## src/rtl/seq_pkg.sv

```systemverilog
// Shared definitions for the bit-serial sequence serializer and its detectors.
// Holds the serializer state encoding, default word geometry and the two
// detector target patterns so serializer and detector benches agree on them.
package seq_pkg;

    localparam int unsigned WORD_W_DEF = 16;
    localparam int unsigned LEN_W_DEF  = 5;

    typedef enum logic [1:0] {
        ST_IDLE  = 2'd0,
        ST_CLR   = 2'd1,
        ST_SHIFT = 2'd2,
        ST_GAP   = 2'd3
    } state_t;

    localparam logic [4:0] PAT_11011 = 5'b11011;
    localparam logic [4:0] PAT_11101 = 5'b11101;

endpackage

```

## src/rtl/seq_bit_serializer_if.sv

```systemverilog
// Upstream word handshake for seq_bit_serializer.
//   in_valid  : word offered
//   in_ready  : serializer can take a word this cycle
//   in_data   : word, meaningful bits in_data[in_len-1:0]
//   in_len    : number of bits to send
//   in_clear  : pulse det_rst before this word
// master = word producer, slave = serializer.
interface seq_bit_serializer_if #(
    parameter int unsigned WORD_W = 16,
    parameter int unsigned LEN_W  = 5
);
    logic              in_valid;
    logic              in_ready;
    logic [WORD_W-1:0] in_data;
    logic [LEN_W-1:0]  in_len;
    logic              in_clear;

    modport master (
        output in_valid,
        output in_data,
        output in_len,
        output in_clear,
        input  in_ready
    );

    modport slave (
        input  in_valid,
        input  in_data,
        input  in_len,
        input  in_clear,
        output in_ready
    );
endinterface

```

## src/rtl/seq_bit_serializer.sv

```systemverilog
// Parallel-to-serial feeder for the bit-serial sequence detectors.
// Takes words over a valid/ready handshake and shifts them out MSB-first,
// one bit per clock, optionally preceded by a one-cycle detector reset and
// followed by GAP idle cycles.
//   clk, rst  : clock, synchronous active-high reset
//   up        : word handshake (slave side)
//   a_out     : serial bit to detector input
//   bit_valid : a_out carries a word bit this cycle
//   det_rst   : one-cycle reset pulse to the detector
//   busy      : serializer is not idle
module seq_bit_serializer
    import seq_pkg::*;
#(
    parameter int unsigned WORD_W = WORD_W_DEF,
    parameter int unsigned LEN_W  = LEN_W_DEF,
    parameter int unsigned GAP    = 1
) (
    input  logic                  clk,
    input  logic                  rst,
    seq_bit_serializer_if.slave   up,
    output logic                  a_out,
    output logic                  bit_valid,
    output logic                  det_rst,
    output logic                  busy
);

    localparam int unsigned GAP_W = (GAP > 0) ? $clog2(GAP + 1) : 1;

    state_t            state, state_next;
    logic [WORD_W-1:0] shreg, shreg_next;
    logic [LEN_W-1:0]  cnt, cnt_next;
    logic [GAP_W-1:0]  gcnt, gcnt_next;

    logic              a_out_next;
    logic              bit_valid_next;
    logic              det_rst_next;
    logic              busy_next;

    logic              accept;
    logic [LEN_W-1:0]  len_eff;
    logic [WORD_W-1:0] shreg_load;

    assign up.in_ready = (state == ST_IDLE) && !rst;
    assign accept      = up.in_valid && up.in_ready;

    // Clamp over-long requests to the register width.
    assign len_eff = (up.in_len > LEN_W'(WORD_W)) ? LEN_W'(WORD_W) : up.in_len;

    // Left-align so in_data[len-1] lands in the MSB and goes out first.
    assign shreg_load = up.in_data << (LEN_W'(WORD_W) - len_eff);

    // State and datapath registers.
    always_ff @(posedge clk) begin
        if (rst) begin
            state     <= ST_IDLE;
            shreg     <= '0;
            cnt       <= '0;
            gcnt      <= '0;
            a_out     <= 1'b0;
            bit_valid <= 1'b0;
            det_rst   <= 1'b0;
            busy      <= 1'b0;
        end else begin
            state     <= state_next;
            shreg     <= shreg_next;
            cnt       <= cnt_next;
            gcnt      <= gcnt_next;
            a_out     <= a_out_next;
            bit_valid <= bit_valid_next;
            det_rst   <= det_rst_next;
            busy      <= busy_next;
        end
    end

    // Next state, shift register, bit counter and gap counter.
    always_comb begin
        state_next = state;
        shreg_next = shreg;
        cnt_next   = cnt;
        gcnt_next  = gcnt;
        case (state)
            ST_IDLE: begin
                // A zero-length word is consumed by the handshake and dropped.
                if (accept && (len_eff != '0)) begin
                    shreg_next = shreg_load;
                    cnt_next   = len_eff;
                    state_next = up.in_clear ? ST_CLR : ST_SHIFT;
                end
            end
            ST_CLR: begin
                state_next = ST_SHIFT;
            end
            ST_SHIFT: begin
                shreg_next = {shreg[WORD_W-2:0], 1'b0};
                cnt_next   = cnt - LEN_W'(1);
                if (cnt == LEN_W'(1)) begin
                    if (GAP > 0) begin
                        state_next = ST_GAP;
                        gcnt_next  = GAP_W'(GAP);
                    end else begin
                        state_next = ST_IDLE;
                    end
                end
            end
            ST_GAP: begin
                gcnt_next = gcnt - GAP_W'(1);
                if (gcnt <= GAP_W'(1)) begin
                    state_next = ST_IDLE;
                end
            end
            default: begin
                state_next = ST_IDLE;
            end
        endcase
    end

    // Output decode from the upcoming state, so registered outputs line up
    // with the state they describe.
    always_comb begin
        a_out_next     = 1'b0;
        bit_valid_next = 1'b0;
        det_rst_next   = 1'b0;
        busy_next      = (state_next != ST_IDLE);
        case (state_next)
            ST_CLR: begin
                det_rst_next = 1'b1;
            end
            ST_SHIFT: begin
                bit_valid_next = 1'b1;
                a_out_next     = shreg_next[WORD_W-1];
            end
            default: begin
                a_out_next = 1'b0;
            end
        endcase
    end

endmodule

```

## src/flat_wrapper.sv

```systemverilog
// flat-port wrapper written by rule: the top's interface ports become plain ports
module seq_bit_serializer_flat import seq_pkg::*;
#(
    parameter int unsigned WORD_W = WORD_W_DEF,
    parameter int unsigned LEN_W  = LEN_W_DEF,
    parameter int unsigned GAP    = 1
)
  (clk, rst, a_out, bit_valid, det_rst, busy, up_in_valid, up_in_data, up_in_len, up_in_clear, up_in_ready);
  seq_bit_serializer_if #(.WORD_W(WORD_W), .LEN_W(LEN_W)) up_i ();
  input  logic clk;
  input  logic rst;
  output logic a_out;
  output logic bit_valid;
  output logic det_rst;
  output logic busy;
  input wire logic [$bits(up_i.in_valid)-1:0] up_in_valid;
  input wire logic [$bits(up_i.in_data)-1:0] up_in_data;
  input wire logic [$bits(up_i.in_len)-1:0] up_in_len;
  input wire logic [$bits(up_i.in_clear)-1:0] up_in_clear;
  output wire logic [$bits(up_i.in_ready)-1:0] up_in_ready;
  assign up_i.in_valid = up_in_valid;
  assign up_i.in_data = up_in_data;
  assign up_i.in_len = up_in_len;
  assign up_i.in_clear = up_in_clear;
  assign up_in_ready = up_i.in_ready;
  seq_bit_serializer #(.WORD_W(WORD_W), .LEN_W(LEN_W), .GAP(GAP)) u_core (.clk(clk), .rst(rst), .up(up_i), .a_out(a_out), .bit_valid(bit_valid), .det_rst(det_rst), .busy(busy));
endmodule
```

## config.mk

```make
export PLATFORM = sky130hd
export DESIGN_NAME = seq_bit_serializer_flat
export DESIGN_NICKNAME = d
export VERILOG_FILES = /design/src/rtl/seq_pkg.sv /design/src/rtl/seq_bit_serializer_if.sv /design/src/rtl/seq_bit_serializer.sv /design/src/flat_wrapper.sv
export SDC_FILE = /design/constraint.sdc
export NUM_CORES = 1
export LEC_CHECK = 0
export BUFFER_PORTS_ARGS = -buffer_cell sky130_fd_sc_hd__buf_2
export CAP_MARGIN = 40
export CORE_MARGIN = 1.5
export CORE_UTILIZATION = 30
export CTS_CLUSTER_DIAMETER = 100
export DETAILED_ROUTE_END_ITERATION = 10
export GPL_TIMING_DRIVEN = 1
export PLACE_DENSITY_LB_ADDON = 0.3
export SLEW_MARGIN = 10
export SYNTH_ARGS = -nofsm -noshare
export SYNTH_HDL_FRONTEND = slang
export SYNTH_SLANG_ARGS = --single-unit
```

## constraint.sdc

```tcl
create_clock -name clk -period 2.44 [get_ports clk]
set_clock_uncertainty 0.15 [all_clocks]
set_input_delay 0.122 -clock clk [delete_from_list [all_inputs] [get_ports clk]]
set_output_delay 0.122 -clock clk [all_outputs]
set_load 0.005 [all_outputs]
```

# Word level (Yosys, flattened, before mapping)
# Cells that the tools add are included.
# word_totals
latchBits	0
out_inout_bits	5
register_bits	28
mem_bits_rw	0
memories	0
mem_bits_ro	0
elab_cells	50
inputBits	25
# classes
n_shift	1
mux	14
n_mul	0
n_eq_ne	8
reduce_logical	12
div	0
bitwise_logic	1
order_cmp	2
addsub	3
# ops
cell	count
$pmux 16 s2	1
$mux 16	1
$shl 16x5->16	1
$mux 5	2
$pmux 5 s2	1
$mux 2	4
$pmux 2 s4	1
$eq 2x2->1 const B	3
$reduce_bool 2->1	3
$eq 5x1->1 const B	1
$gt 5x5->1 const B	1
$reduce_bool 5->1	1
$sub 5x1->5 const B	1
$sub 5x5->5 const A	1
$eq 2x1->1 const B	2
$reduce_and 2->1	2
$logic_and 1x1->1	3
$mux 1	3
$logic_not 2->1	1
$ne 2x1->1 const B	1
$ne 2x2->1 const B	1
$pmux 1 s2	1
$reduce_or 2->1	1
$le 1x1->1 const B	1
3 further kinds	3

# Logic depth before layout (Yosys ltp)
# depth
depth_word	9
mapped_depth	14
depth_no_buf	11

# Worst setup path before layout
# OpenSTA, ideal clock, no wires.
# synth_timing
path_type	input-to-reg
from	input up_in_len[0]
to	register u_core.a_out
arrival_time_ns	2.402
required_time_ns	2.212
n_path_buf	2
setup_slack_ns	-0.189
cell_stages	13
setup_time_ns	0.078
cell_sequence	nor2b_2 -> buf_6 -> clkinv_1 -> ha_1 -> o21a_1 -> ha_1 -> nor4bb_1 -> buf_4 -> and2_4 -> nand2_4 -> o32ai_1 -> a211oi_1 -> nor3_1
# synth_via
elab_chain_len	9
word_cells_on_any_way	13
# synth_lines
element	line_no	rtl
from (decl)	flat_wrapper.sv:18	input wire logic [$bits(up_i.in_len)-1:0] up_in_len;
$gt 5x5->1	seq_bit_serializer.sv:47	assign len_eff = (up.in_len > LEN_W'(WORD_W)) ? LEN_W'(WORD_W) : up.in_len;
$mux 5 (*)	seq_bit_serializer.sv:47	
branches (longest 7 deep; another with $sub 5x5->5)	--	
to (signal assigned)	seq_bit_serializer.sv:68	a_out <= a_out_next;
to (decl)	seq_bit_serializer.sv:21	output logic a_out,
# Every way passes the cells marked *. The select of a mux whose other input is x is not followed.
# A chain may end at the register's enable or synchronous reset.

# Final worst setup path
# Ends and elaborated chain as after synthesis.

==> impl_metrics.json <==
{
  "hp-class": "in2reg",
  "fp.dieH_um": 84.97,
  "cts_tree": "done",
  "ys_types": 48,
  "start_kind": "input port",
  "final_nets": 311,
  "hold_viol": 0,
  "ctsHoldBuffers": 0,
  "final_area_um2": 2434,
  "yosysSeqAreaShare_pct": 26.82,
  "cp_max_fo": 6,
  "clkLatencyLatePin_ns": 0.27,
  "synth-main-ff-cell": "dfxtp_1",
  "antenna_found_initial": 0,
  "synthArstFlopShare_pct": 0,
  "drive_gt1_share_pct": 29.03,
  "crit_type": "in2reg",
  "cts_buffers": 3,
  "coreArea_um2": 6422,
  "vias_per_cell": 5.250,
  "syn_area_um2": 2016,
  "syn_nets": 269,
  "grt_use_total_pct": 13.45,
  "outcome": "finished, final reports clean",
  "worstPathRequired_ns": 2.49,
  "ys_top_cells_by_area": "dfxtp_1, mux4_2, mux2i_1",
  "place_area_um2": 2389,
  "maxCapViolations": 0,
  "postSynthAreaPerCell_um2": 8.469,
  "worstMarginPinSlew_ns": 0.3752,
  "holdWs_ns": 0.1274,
  "ir_drop_uv": 214.4,
  "drv_slew": 0,
  "worstPathArrival_ns": 2.17,
  "synth_edf_count": 0,
  "ant_nets": 0,
  "drt_wl_total_um": 4790,
  "power_density_nw_per_um2": 494.1,
  "synth.top_cell.area_share_pct": 26.82,
  "dp_hpwl_um": 3763,
  "final.period_utilization_pct": 86.95,
  "synth_top_area_cell": "dfxtp_1",
  "leakagePower_nw": 0.9964,
  "num_rows": 29,
  "start_util_pct": 31.39,
  "diodes": 0,
  "cts-root-buf": "clkbuf_8",
  "io_pins": 30,
  "globalplace.congestion": 0.8077,
  "grt_first_pass_wirelength_um": 7990,
  "grt_start_max_net_pins": 30,
  "setup_violations": 0,
  "ys_ff_latch": 27,
  "synthCells": 238,
  "slew_headroom_pct": 74.64,
  "dieArea_um2": 7220,
  "rsz0062_at_grt": "no",
  "fin_cells": 356,
  "area_growth_pct": 20.73,
  "clkTransAtPathRegs_ns": 0.09,
  "pre_cts_ws_ns": 0.001848,
  "drtIter0Drc": 122,
  "wire_per_inst_um": 13.46,
  "grt_overflow": 0,
  "port_buffers": 29,
  "cts_resized": 0,
  "cts_sinks": 27,
  "drtPass1Iterations": 4,
  "worst_setup_path_end_kind": "flop",
  "drc_errors": 0,
  "tns_ns": 0,
  "vias": 1869,
  "cts_buffer_depth": 2,
  "min_period_ns": 2.122,
  "htreeDepth": 1,
  "fin_ws_ns": 0.3183,
  "yosys_warnings": 0,
  "post_cts_buffers": 0,
  "grt_pass1_vias": 1659,
  "die_w_um": 84.97,
  "timing.fmax_ghz": 0.4713,
  "place_inst": 352
}
-- layout by cell type, fill, tap and decap left out, types with 3 or more instances in the layout --
master,instances
buf_2,29
nor2_1,27
dfxtp_1,27
nand2_1,25
buf_4,23
a21oi_1,18
mux2i_1,13
inv_1,11
nor3_1,11
mux4_2,10
a211oi_1,10
o21ai_0,9
nand3_1,9
nand2b_1,5
ha_1,5
o22ai_1,3
a31oi_1,3
a221oi_1,3
o31ai_1,3
clkbuf_8,3
-- flip-flops by register name (all words and copies together), names as in the netlist --
signal and flops:
u_core.a_out 1, u_core.bit_valid 1, u_core.busy 1, u_core.cnt 5, u_core.det_rst 1, u_core.shreg 16
u_core.state 2
-- path summary, 6_finish.rpt --
path         depth (start not counted)                          from  slack (ns)                      endpoint
max                                 13                  up_in_len[0]        0.32       u_core.a_out$_SDFF_PP0_
max reg2reg                          9    u_core.state[0]$_SDFF_PP0_        0.32       u_core.a_out$_SDFF_PP0_
min reg2reg                          2  u_core.shreg[1]$_SDFFE_PP0P_        0.35  u_core.shreg[1]$_SDFFE_PP0P_
min                                  4                   up_in_clear        0.13    u_core.state[1]$_SDFF_PP0_
-- worst max-delay path, cell delays in order --
cell	delay, ns
buf_2	0.09
nor2b_2	0.17
clkinv_2	0.09
ha_4	0.16
o21a_1	0.10
ha_1	0.18
nor4bb_1	0.27
buf_4	0.18
and2_4	0.15
nand2_4	0.06
o32ai_1	0.28
a211oi_1	0.13
nor3_1	0.17
-- stage by stage --
stage,total power [mW],util (%)
2_1_floorplan,0.8070,-
6_report,1.202,37.89
3_5_place_dp,0.9508,37.19
3_3_place_gp,0.9511,37.19
4_1_cts,1.210,37.89
5_1_grt,1.279,37.89
-- final cells by class --
| type | instances | area (um^2) |
|---|---|---|
| Clock buffer | 4 | 45.04 |
| Timing Repair Buffer | 54 | 357.8 |
| Inverter | 12 | 46.29 |
| Tap cell | 77 | 96.34 |
| Multi-Input combinational cell | 182 | 1348 |
| Fill cell | 636 | 3989 |
| Sequential cell | 27 | 540.5 |
-- cell families after synthesis --
group | after synthesis | synth area share, %
AO/OA/AOI/OAI | 58 | 19.12
XOR/XNOR | 2 | 1.800
adder cells (fa/ha/maj) | 6 | 3.724
buffers and inverters | 29 | 6.952
flip-flops | 27 | 26.82
multiplexers | 27 | 20.17
AND/OR/NAND/NOR | 89 | 21.42
-- report_power, final --
part | internal (mW) | switching [mW]
sequential | 0.476 | 0.0204
clock | 0.117 | 0.142
combinational | 0.213 | 0.233
-- layer usage --
| layer | vias up | share of wire [%] | global-route usage (%) | wire, um |
|---|---|---|---|---|
| li1 | 953 | - | - | - |
| met1 | 865 | 50 | 19.75 | 2395 |
| met2 | 46 | 46 | 21.79 | 2209 |
| met3 | 5 | 2.8 | 0.2918 | 133 |
| met4 | 0 | 1.1 | 3.577 | 51 |
| met5 | - | 0 | 0 | 0 |
-- cell usage after synthesis, types with 5 or more instances --
cell type,number
nand2b_1,5
a211oi_1,10
clkbuf_1,7
ha_1,6
inv_1,11
dfxtp_1,27
nor2_1,27
nand2_1,25
mux2i_1,13
a21oi_1,18
o21ai_0,9
nand3_1,9
mux4_2,10
nor3_1,11
Note: power is estimated with default switching activity, not from simulation.
